### src/rtl/fetch_unit.sv
// Instruction fetch unit: issues one outstanding imem read at a time, queues
// returned words with their addresses, and hands them to decode in order.
// Redirects flush the queue and kill any response still in flight.
module fetch_unit #(
   parameter logic [31:0] RESET_PC = 32'h0000_0000,
   parameter int unsigned IQ_DEPTH = 4
) (
   input  logic        clk,
   input  logic        rst_n,
   output logic        imem_req,
   output logic [31:0] imem_addr,
   input  logic        imem_rvalid,
   input  logic [31:0] imem_rdata,
   input  logic        redirect_valid,
   input  logic [31:0] redirect_pc,
   output logic        id_valid,
   input  logic        id_ready,
   output logic [31:0] id_ir,
   output logic [31:0] id_pc
);

   localparam int unsigned PTR_W = (IQ_DEPTH > 1) ? $clog2(IQ_DEPTH) : 1;
   localparam int unsigned CNT_W = $clog2(IQ_DEPTH + 1);
   localparam logic [31:0] NOP_IR = 32'h0000_0013;

   logic [31:0]      r_fetch_pc;
   logic [31:0]      r_req_pc;
   logic             r_pending;
   logic             r_kill;
   logic [CNT_W-1:0] r_count;
   logic [PTR_W-1:0] r_rd_ptr;
   logic [PTR_W-1:0] r_wr_ptr;
   logic [31:0]      r_pc_q [IQ_DEPTH];
   logic [31:0]      r_ir_q [IQ_DEPTH];

   logic w_resp;
   logic w_enq;
   logic w_deq;
   logic w_room;
   logic w_req;
   logic w_unused;

   // Circular pointer advance that also handles non-power-of-two depths.
   function automatic logic [PTR_W-1:0] ptr_inc(input logic [PTR_W-1:0] p);
      return (p == PTR_W'(IQ_DEPTH - 1)) ? '0 : p + PTR_W'(1);
   endfunction

   // Request/response qualification; the request never looks at id_ready.
   always_comb begin
      w_resp   = r_pending & imem_rvalid;
      w_enq    = w_resp & ~r_kill & ~redirect_valid;
      w_deq    = (r_count != '0) & id_ready;
      w_room   = ({1'b0, r_count} + (CNT_W+1)'(w_resp & ~r_kill))
                 < (CNT_W+1)'(IQ_DEPTH);
      w_req    = ~redirect_valid & (~r_pending | imem_rvalid) & w_room;
      w_unused = &{1'b0, redirect_pc[1:0]};
   end

   // Fetch PC, outstanding-request tracking and queue occupancy.
   always_ff @(posedge clk or negedge rst_n) begin
      if (!rst_n) begin
         r_fetch_pc <= RESET_PC;
         r_req_pc   <= RESET_PC;
         r_pending  <= 1'b0;
         r_kill     <= 1'b0;
         r_count    <= '0;
         r_rd_ptr   <= '0;
         r_wr_ptr   <= '0;
      end else if (redirect_valid) begin
         // The in-flight request (if any) still owns the bus; mark it for dropping.
         r_fetch_pc <= {redirect_pc[31:2], 2'b00};
         r_pending  <= r_pending & ~imem_rvalid;
         r_kill     <= r_pending & ~imem_rvalid;
         r_count    <= '0;
         r_rd_ptr   <= '0;
         r_wr_ptr   <= '0;
      end else begin
         if (w_req) begin
            r_fetch_pc <= r_fetch_pc + 32'd4;
            r_req_pc   <= r_fetch_pc;
            r_pending  <= 1'b1;
         end else if (imem_rvalid) begin
            r_pending  <= 1'b0;
         end
         if (w_resp) begin
            r_kill <= 1'b0;
         end
         if (w_enq && !w_deq) begin
            r_count <= r_count + CNT_W'(1);
         end else if (!w_enq && w_deq) begin
            r_count <= r_count - CNT_W'(1);
         end
         if (w_enq) begin
            r_wr_ptr <= ptr_inc(r_wr_ptr);
         end
         if (w_deq) begin
            r_rd_ptr <= ptr_inc(r_rd_ptr);
         end
      end
   end

   // Queue storage; validity is tracked by the count, so no reset needed.
   always_ff @(posedge clk) begin
      if (w_enq) begin
         r_pc_q[r_wr_ptr] <= r_req_pc;
         r_ir_q[r_wr_ptr] <= imem_rdata;
      end
   end

   // Output decode: head of queue, or NOP/0 when empty; no request during reset.
   always_comb begin
      imem_req  = w_req & rst_n;
      imem_addr = r_fetch_pc;
      id_valid  = (r_count != '0);
      id_ir     = NOP_IR;
      id_pc     = 32'h0000_0000;
      if (id_valid) begin
         id_ir = r_ir_q[r_rd_ptr];
         id_pc = r_pc_q[r_rd_ptr];
      end
   end

endmodule

### config.mk
export PLATFORM = sky130hd
export DESIGN_NAME = fetch_unit
export DESIGN_NICKNAME = d
export VERILOG_FILES = /design/src/rtl/fetch_unit.sv
export SDC_FILE = /design/constraint.sdc
export NUM_CORES = 1
export LEC_CHECK = 0
export CAP_MARGIN = 10
export CORE_MARGIN = 8
export CORE_UTILIZATION = 35
export CTS_CLUSTER_DIAMETER = 100
export DETAILED_ROUTE_END_ITERATION = 16
export HOLD_SLACK_MARGIN = 0.02
export MAX_ROUTING_LAYER = met4
export SLEW_MARGIN = 20
export SYNTH_ARGS = -nofsm -noshare
export SYNTH_HDL_FRONTEND = slang
export SYNTH_SLANG_ARGS = --single-unit
### constraint.sdc
create_clock -name clk -period 6.7 [get_ports clk]
set_input_delay 1.34 -clock clk [delete_from_list [all_inputs] [get_ports clk]]
set_output_delay 1.34 -clock clk [all_outputs]
set_load 0.01 [all_outputs]
==> results.tsv, run 1 <==
stage	metric	value	unit
status	status	finished, final reports clean	
timing	post-route clock period utilization	0.6686	
cells_and_area	nets	951	
place	HPWL Detailed	17.69	mm
setup_path	r2r startpoint	r_count[2]	
clocking	Inserted Clock Buffers	37	
yosys	Yosys warnings	0	
setup_path	WP buf/inv	2	
clocking	clk_lat worst skew	510	ps
timing	Slew Limit Headroom	0.3003	
clocking	H-Tree Level Count	2	
setup_path	cell mode on critical path	clkdlybuf4s50_1	
cells_and_area	Final Non-Filler Cells	1372	
timing	Fmax achieved	0.2232	GHz
setup_path	critical path launch point	imem_rvalid	
routing	Iter 0 DRT Violations	309	
routing	DRC Markers	0	
clocking	TritonCTS clock tree	built	
clocking	post-CTS setup buffer count	0	
yosys	synth top area cells	edfxtp_1 (58%), dfrtp_1 (13%), mux4_2 (11%), and2_1 (3.3%), mux2_2 (2.9%)	
floorplan	row count	70	
cells_and_area	fillers	3205	
timing	fin worst setup slack	2221	ps
routing	vias	6767	
global_routing	initial antenna violation count	1	
timing	final hold viol count	0	
timing	Final Setup Violations	0	
yosys	unique cell type count in the Yosys netlist	47	
cells_and_area	Layout area overhead	25.50	%
yosys	number of synthesized flops with an enable pin	248	
cells_and_area	Final Cell Area	16060	um2
routing	Total Wirelength	28.90	mm
power_and_ir_drop	Lkg Pwr	5.395	nW
global_routing	largest net degree at the start of global routing	66	
clocking	Clock transition at path regs	60	ps
setup_path	crit path max fanout	4	
place	Post-Place Cells	1305	
yosys	Post-synth ARST share	0.2177	
place	pre-CTS setup slack	2185	ps
clocking	CTS Sinks	317	
yosys	syn avg cell area	18.22	um2
yosys	#FFs+latches synth	317	
floorplan	initial core utilization	0.3520	
power_and_ir_drop	Comb power frac	0.277	
power_and_ir_drop	Switching Fraction	0.2786	
routing	DR vias/cell	4.932	
place	RD Place Congestion	0.7532	
global_routing	Overflow after GRT	0	
floorplan	total I/O pin count	167	
setup_path	crit start category	primary input	
power_and_ir_drop	PwrDens	392.8	nW/um2
place	I/O Buffers	160	
global_routing	first-pass GRT wire length	44.97	mm
power_and_ir_drop	Int Pwr	0.004550	W
setup_path	cell family with most CP delay	buffers and inverters	
routing	First-pass DRT Iterations	4	
power_and_ir_drop	clock power share	0.300	
setup_path	WS Path Type	in -> out	
timing	Worst-Margin Slew	1050	ps
timing	Tmin final	4479	ps
cells_and_area	share of post-route cells with drive strength above 1	0.1993	
setup_path	max incr delay on CP	630	ps
yosys	Post-Synthesis Cells	702	
yosys	share of the synthesized area in the top cell type	0.5821	
hold_path	hold path startpoint	r_req_pc[18]	
routing	DRT antenna net count	0	
floorplan	Die ar.	42930	um2
setup_path	Worst EP arrival	3140	ps
setup_path	CP Data Required Time	5360	ps
power_and_ir_drop	Seq pwr share	0.423	
routing	WL/cell	21.07	um
clocking	CTS Hold Bufs	0	
setup_path	crit end category	output port	
yosys	cell area after synthesis	12790	um2
place	Area after DPL	14890	um2
run	Max Cap Viol	0	
clocking	# resized after CTS	0	
power_and_ir_drop	total power	0.006307	W
power_and_ir_drop	VDD IR max	0.0001486	V
timing	RSZ-0062 raised after global routing	no	
timing	final slew viol count	0	
clocking	clock buffer depth	3	
clocking	root buffer cell	clkbuf_16	
setup_path	Cell Chain, Critical Path	clkdlybuf4s50_1, and2b_1, nor4_4, and2_1, clkdlybuf4s50_1	
floorplan	Die Y	207.2	um
yosys	post-synth top area cell	edfxtp_1	
floorplan	Die X	207.2	um
hold_path	Worst Hold Class	reg -> reg	
timing	post-route setup TNS	0	ps
power_and_ir_drop	sw power	0.001757	W
yosys	sequential fraction of the synthesis area	0.7171	
timing	clk_skew	14.52	ps
global_routing	vias in the first global route	7416	
global_routing	Overall Global Routing Usage	0.1378	
setup_path	CP max stage cell	clkdlybuf4s50_1	
floorplan	core area	36350	um2
yosys	ys flop type	edfxtp_1	
-- area by class of cell --
cell class / count / area, um2 / area share
Multi-Input combinational cell: 345 / 3440 / 0.2142
Sequential cell: 317 / 9181 / 0.5719
Antenna cell: 1 / 2.502 / 0.0001559
Clock buffer: 48 / 1020 / 0.06351
Clock inverter: 18 / 138.9 / 0.008650
Inverter: 5 / 18.77 / 0.001169
Timing Repair Buffer: 170 / 1669 / 0.1040
Tap cell: 468 / 585.6 / 0.03647
-- layout by cell type, fill, tap and decap left out, drive strengths merged, types with 5 or more instances in the layout --
| master | count |
|---|---|
| clkdlybuf4s50 | 158 |
| xnor2 | 9 |
| buf | 12 |
| and3 | 6 |
| nor4 | 5 |
| mux4 | 62 |
| dfrtp | 69 |
| nand4 | 15 |
| nor2 | 9 |
| clkbuf | 48 |
| nand3 | 12 |
| xor2 | 23 |
| mux2 | 35 |
| o21ai | 25 |
| and2 | 68 |
| edfxtp | 248 |
| nand2 | 34 |
| ha | 5 |
| nor3 | 5 |
| or2 | 5 |
| clkinv | 14 |
| inv | 6 |
-- worst reg2reg max path, cell delays in order (launching register included) --
cell	delay [ps]
dfrtp_1	600
nor3_2	170
inv_2	360
buf_4	490
nand2_1	240
and2_1	230
fa_1	390
a211o_1	230
o21ai_1	100
xnor2_1	140
nor2_1	50
-- per-layer routing --
layer  vias up  track usage  share of wire
li1       3059            -              -
met1      3488       0.1772           0.46
met2       178       0.2224           0.48
met3        42      0.03050          0.044
met4         0      0.03081          0.016
met5         -            -              0
-- through the flow --
stage               utilization  hold WS, ps
global route             0.4417        535.6
global placement         0.4098        488.5
finish                   0.4417        514.2
floorplan                     -        469.3
CTS                      0.4417        514.6
detailed placement       0.4098        503.5
-- cell families (layout without fill, tap and decap cells) --
kind of cell	count (synthesis)	count (layout)	synth area share
DFF	317	317	0.7171
and+or+nand+nor	169	169	0.08010
muxes	100	100	0.1423
buffers and inverters	43	241	0.01574
AOI/OAI and AO/OA	34	34	0.01614
xor gates and xnor gates	32	32	0.02191
adders and majority gates	6	6	0.006455
other	1	5	0.0002931
-- final timing paths --
check	to	slack (ps)	cells after the start
hold / removal	r_pc_q[2][18]	510	0
max in group asynchronous	r_rd_ptr[0]	4950	2
hold reg to reg	r_pc_q[2][18]	510	0
setup / recovery	imem_req	2220	5
setup reg to reg	r_count[2]	3580	10
min in group asynchronous	imem_addr[5]	670	1
-- sequential cells by signal, indices dropped and copies added, names as in the netlist --
signal and count:
r_pending 1, r_kill 1, r_pc_q 120, r_req_pc 30
r_count 3, r_wr_ptr 2, r_ir_q 128, imem_addr 30
r_rd_ptr 2
-- synth_stat cells, drive strengths merged, types with 2 or more instances --
cell type and instances:
nand4b 2, nor3 5, nand3 12, nor4 5, and4 2, nand2 34
or2 5, xnor2 9, edfxtp 248, and2 68, mux2i 3, a21oi 2
nor2 9, dfrtp 69, a211o 2, nand4 15, inv 5, clkbuf 18
xor2 23, buf 20, a2111oi 2, mux2 35, o21ai 25, mux4 62
nor2b 2, and3 6, ha 5
-- power by group through the flow --
stage	registers (W)	logic, W	clock network (W)
6_report	0.00267	0.00175	0.00189
5_1_grt	0.00271	0.00190	0.00202
4_1_cts	0.00268	0.00181	0.00195
3_5_place_dp	0.00271	0.00180	0
3_3_place_gp	0.00270	0.00180	0
2_1_floorplan	0.00259	0.00102	0
No activity file was read; power rests on OpenSTA's default activity.
==> run 2, diff against run 1 <==
==> constraint.sdc (replaced) <==
create_clock -name clk -period 4.3 [get_ports clk]
set_input_delay 0.86 -clock clk [delete_from_list [all_inputs] [get_ports clk]]
set_output_delay 0.86 -clock clk [all_outputs]
set_load 0.01 [all_outputs]
==> results.tsv, run 2 (synthesis gave the netlist of run 1 again) <==
stage	metric	value	unit	change
global_routing	vias in the first global route	7352		-0.86%
run	Max Cap Viol	0		unchanged
setup_path	crit end category	output port		
floorplan	Die ar.	42930	um2	unchanged
routing	DR vias/cell	4.982		+1.0%
timing	post-route setup TNS	0	ps	unchanged
power_and_ir_drop	PwrDens	605.0	nW/um2	+54%
clocking	CTS Sinks	317		unchanged
timing	final hold viol count	0		unchanged
place	HPWL Detailed	18.30	mm	+3.5%
cells_and_area	Reg with most FFs	r_ir_q		
routing	DRC Markers	0		unchanged
floorplan	core area	36350	um2	unchanged
cells_and_area	FF/Latch Area	9181	um2	unchanged
clocking	H-Tree Level Count	2		unchanged
global_routing	largest net degree at the start of global routing	66		unchanged
clocking	CTS Hold Bufs	0		unchanged
timing	Min Hold Slack	266.2	ps	-248.0 ps
routing	DRT antenna net count	0		unchanged
power_and_ir_drop	VDD IR max	0.0002263	V	+52%
timing	Tmin final	3712	ps	
floorplan	Die X	207.2	um	unchanged
place	RD Place Congestion	0.7566		+0.45%
timing	Slew Limit Headroom	0.3650		+0.06474
cells_and_area	Final Non-Filler Cells	1376		+0.29%
floorplan	initial core utilization	0.3520		unchanged
setup_path	Cell Chain, Critical Path	nor3_2, inv_2, and2_1, clkdlybuf4s50_1		
floorplan	total I/O pin count	167		unchanged
routing	Total Wirelength	28.55	mm	-1.2%
clocking	post-CTS setup buffer count	0		unchanged
power_and_ir_drop	Lkg Pwr	5.422	nW	+0.50%
timing	clk_skew	8.949	ps	-5.571 ps
cells_and_area	area of the multi-input gates	3440	um2	unchanged
timing	post-route clock period utilization	0.8634		
place	Post-Place Cells	1312		+0.54%
cells_and_area	nets	956		+0.53%
timing	Fmax achieved	0.2694	GHz	
cells_and_area	fillers	3155		-1.6%
hold_path	Worst Hold Class	in -> async		
routing	vias	6855		+1.3%
cells_and_area	commonest non-fill, non-tap cell in the layout	edfxtp_1		
clocking	root buffer cell	clkbuf_16		
timing	final slew viol count	0		unchanged
global_routing	first-pass GRT wire length	44.51	mm	-1.0%
clocking	# resized after CTS	0		unchanged
global_routing	Overflow after GRT	0		unchanged
setup_path	crit start category	flip-flop		
timing	RSZ-0062 raised after global routing	no		
place	I/O Buffers	160		unchanged
routing	Iter 0 DRT Violations	321		+3.9%
global_routing	initial antenna violation count	2		+1
timing	Final Setup Violations	0		unchanged
cells_and_area	Regs by FF count	r_ir_q x128, r_pc_q x120		
timing	Worst-Margin Slew	951.1	ps	-98.50 ps
clocking	clk_lat worst skew	500	ps	about the same
status	status	finished, final reports clean		
setup_path	Worst EP arrival	2850	ps	-290 ps
setup_path	CP Data Required Time	3440	ps	-1920 ps
setup_path	max incr delay on CP	720	ps	+90 ps
global_routing	Overall Global Routing Usage	0.1360		-0.001764
floorplan	row count	70		unchanged
cells_and_area	most frequent cells in the layout	edfxtp_1 (248), clkdlybuf4s50_1 (158), dfrtp_1 (67), and2_1 (64), mux4_2 (62)		
cells_and_area	share of post-route cells with drive strength above 1	0.2018		+0.002429
routing	First-pass DRT Iterations	4		unchanged
cells_and_area	Layout area overhead	26.03	%	
clocking	TritonCTS clock tree	built		
clocking	Clock transition at path regs	60	ps	about the same
clocking	clock buffer depth	3		unchanged
routing	WL/cell	20.75	um	-1.5%
power_and_ir_drop	total power	0.009755	W	+55%
setup_path	WS Path Type	reg -> out		
floorplan	Die Y	207.2	um	unchanged
cells_and_area	Largest register FFs	128		unchanged
setup_path	crit path max fanout	63		+59
clocking	Inserted Clock Buffers	35		-5.4%
setup_path	CP max stage cell	inv_2		
## run 2: final timing paths
kind | startpoint | end | slack (ps) | cells past startpoint
setup / recovery | r_count[2] | id_pc[14] | 590 | 4
hold / removal | rst_n | imem_addr[6] | 270 | 1
setup reg to reg | r_count[2] | r_count[2] | 1280 | 9
hold reg to reg | r_req_pc[16] | r_pc_q[3][16] | 520 | 0
max in group asynchronous | rst_n | r_req_pc[29] | 3100 | 2
min in group clk | r_req_pc[16] | r_pc_q[3][16] | 520 | 0
## run 2: critical path: cells and delay by family (launching register included)
kind          cells  cell delay, ps
buf+inv           2            1290
flops             1             590
simple gates      2             450
## run 2: cell type report
| class | count | area share |
|---|---|---|
| multi-input cells | 345 | 0.2133 |
| diodes | 1 | 0.0001552 |
| clock buffers | 50 | 0.06169 |
| well taps | 468 | 0.03632 |
| clock inverters | 13 | 0.007294 |
| inverters | 5 | 0.001164 |
| repair buffers | 177 | 0.1107 |
| flip-flops and latches | 317 | 0.5694 |
## run 2: per-stage QoR
stage               setup slack [ps]  utilization  area [um2]
floorplan                       1111            -       12800
global placement               748.5       0.4129       15010
detailed placement             744.7       0.4129       15010
CTS                            403.3       0.4435       16120
global route                   293.4       0.4436       16120
finish                         587.5       0.4436       16120
## run 2: power by group
part           total [W]  switching [W]  internal (W)
registers        0.00415       0.000385       0.00376
logic            0.00273        0.00117       0.00156
clock network    0.00288        0.00114       0.00173
total            0.00976        0.00270       0.00706
## run 2: layer usage
metal,part of all wire,global-route usage,vias up,wire length [um]
li1,-,-,3069,-
met1,0.45,0.1740,3552,12890
met2,0.48,0.2204,192,13840
met3,0.045,0.02853,42,1282
met4,0.019,0.03328,0,536
met5,0,-,-,0
==> run 3, diff against run 2 <==
--- a/config.mk
+++ b/config.mk
@@ -6,12 +6,15 @@
 export NUM_CORES = 1
 export LEC_CHECK = 0
 export CAP_MARGIN = 10
+export CELL_PAD_IN_SITES_DETAIL_PLACEMENT = 1
+export CELL_PAD_IN_SITES_GLOBAL_PLACEMENT = 1
 export CORE_MARGIN = 8
 export CORE_UTILIZATION = 35
 export CTS_CLUSTER_DIAMETER = 100
 export DETAILED_ROUTE_END_ITERATION = 16
 export HOLD_SLACK_MARGIN = 0.02
 export MAX_ROUTING_LAYER = met4
+export PLACE_DENSITY_LB_ADDON = 0.1
 export SLEW_MARGIN = 20
 export SYNTH_ARGS = -nofsm -noshare
 export SYNTH_HDL_FRONTEND = slang
==> results.tsv, run 3 (synthesis gave the netlist of run 1 again) <==
stage	metric	value	unit	change
cells_and_area	most frequent cells in the layout	edfxtp_1 (248), clkdlybuf4s50_1 (158), dfrtp_1 (67), and2_1 (64), mux4_2 (62)		
cells_and_area	nets	954		-0.21%
status	status	finished, final reports clean		
timing	RSZ-0062 raised after global routing	no		
clocking	H-Tree Level Count	2		unchanged
clocking	Inserted Clock Buffers	36		+2.9%
clocking	CTS Sinks	317		unchanged
clocking	post-CTS setup buffer count	0		unchanged
global_routing	initial antenna violation count	3		+1
clocking	TritonCTS clock tree	built		
floorplan	Die X	207.2	um	unchanged
setup_path	crit end category	output port		
clocking	Clock transition at path regs	60	ps	about the same
timing	Tmin final	3760	ps	+47.78 ps
timing	Worst-Margin Slew	787.3	ps	-163.7 ps
timing	Fmax achieved	0.2659	GHz	-1.3%
routing	DRC Markers	0		unchanged
cells_and_area	Layout area overhead	26.41	%	
floorplan	initial core utilization	0.3520		unchanged
place	I/O Buffers	160		unchanged
clocking	root buffer cell	clkbuf_16		
routing	WL/cell	22.45	um	+8.2%
floorplan	Die Y	207.2	um	unchanged
timing	final slew viol count	0		unchanged
routing	Total Wirelength	30.87	mm	+8.1%
timing	final hold viol count	0		unchanged
clocking	clock buffer depth	3		unchanged
setup_path	reg-to-reg slack, setup	1440	ps	+160 ps
timing	Final Setup Violations	0		unchanged
global_routing	Overflow after GRT	0		unchanged
place	HPWL Detailed	19.55	mm	+6.8%
cells_and_area	Final Non-Filler Cells	1375		-0.073%
cells_and_area	Regs by FF count	r_ir_q x128, r_pc_q x120		
timing	post-route setup TNS	0	ps	unchanged
timing	clk_skew	10.46	ps	+1.510 ps
run	Max Cap Viol	0		unchanged
cells_and_area	Largest register FFs	128		unchanged
routing	Iter 0 DRT Violations	288		-10%
place	Area after DPL	15000	um2	about the same
routing	vias	6871		+0.23%
setup_path	r2r endpoint	r_count[2]		
global_routing	first-pass GRT wire length	47.92	mm	+7.7%
hold_path	Worst Hold Class	in -> async		
routing	First-pass DRT Iterations	6		+2
power_and_ir_drop	VDD IR max	0.0002737	V	+21%
setup_path	crit path max fanout	20		-68%
place	Post-Place Cells	1309		-0.23%
routing	DR vias/cell	4.997		+0.31%
cells_and_area	commonest non-fill, non-tap cell in the layout	edfxtp_1		
setup_path	Worst EP arrival	2900	ps	+50 ps
power_and_ir_drop	PwrDens	614.9	nW/um2	+1.6%
floorplan	row count	70		unchanged
timing	Min Hold Slack	280.8	ps	+14.58 ps
setup_path	r2r startpoint	r_count[2]		
global_routing	Overall Global Routing Usage	0.1479		+0.01191
global_routing	vias in the first global route	7848		+6.7%
cells_and_area	share of post-route cells with drive strength above 1	0.2044		+0.002656
setup_path	worst r2r path cells	9		unchanged
routing	DRT antenna net count	0		unchanged
place	RD Place Congestion	0.7355		-2.8%
floorplan	core area	36350	um2	unchanged
cells_and_area	Final Cell Area	16170	um2	+0.30%
floorplan	Die ar.	42930	um2	unchanged
global_routing	largest net degree at the start of global routing	66		unchanged
timing	post-route clock period utilization	0.8745		+0.01111
floorplan	total I/O pin count	167		unchanged
power_and_ir_drop	Lkg Pwr	5.433	nW	+0.20%
timing	Slew Limit Headroom	0.4734		+0.1084
clocking	clk_lat worst skew	510	ps	about the same
setup_path	WS Path Type	reg -> out		
setup_path	crit start category	flip-flop		
cells_and_area	Reg with most FFs	r_ir_q		
setup_path	CP Data Required Time	3440	ps	about the same
## run 3: worst max-delay path by stage
stage	from	end	slack (ps)	cells past startpoint
floorplan	imem_rvalid	r_ir_q[0][0]	1110	3
global placement	imem_rvalid	imem_req	740	5
CTS	r_count[2]	id_pc[31]	300	4
detailed placement	imem_rvalid	imem_req	710	5
global route	r_rd_ptr[0]	id_ir[0]	330	4
finish	r_rd_ptr[0]	id_ir[0]	540	4
## run 3: layout make-up
cell class / count / area [um2]
multi-input combinational: 345 / 3440
fill: 3482 / 20180
sequential: 317 / 9181
inverter: 5 / 21.27
timing repair buffer: 174 / 1774
clock inverter: 17 / 191.4
antenna: 2 / 5.005
clock buffer: 47 / 973.4
tap: 468 / 585.6
## run 3: critical path, stage by stage, from the launching register on
cell	delay, ps
dfrtp_4	710
buf_4	360
mux4_2	530
or2_2	310
clkdlybuf4s50_1	490
## run 3: what timing repair did
action | in CTS | in global routing
setup endpoints to repair | 0 | 59
hold buffers | 0 | 0
resized for setup | 0 | 1
## run 3: metrics by stage
stage / utilization / setup slack [ps] / total power [W]
floorplan: - / 1111 / 0.005616
global placement: 0.4127 / 742.6 / 0.007023
detailed placement: 0.4127 / 707.0 / 0.007095
CTS: 0.4447 / 298.7 / 0.01015
global route: 0.4449 / 326.1 / 0.01045
finish: 0.4449 / 539.8 / 0.009943
## run 3: power breakdown
part | total, W | internal (W) | switching [W]
Sequential | 0.00415 | 0.00376 | 0.000385
Combinational | 0.00279 | 0.00155 | 0.00124
Clock | 0.00301 | 0.00184 | 0.00117
## run 3: per-layer routing
| layer | track usage | vias up | wire length, um |
|---|---|---|---|
| met2 | 0.2494 | 141 | 15830 |
| li1 | - | 3062 | - |
| met4 | 0.04634 | 0 | 683 |
| met3 | 0.02944 | 51 | 1139 |
| met1 | 0.1780 | 3617 | 13220 |
| met5 | - | - | 0 |
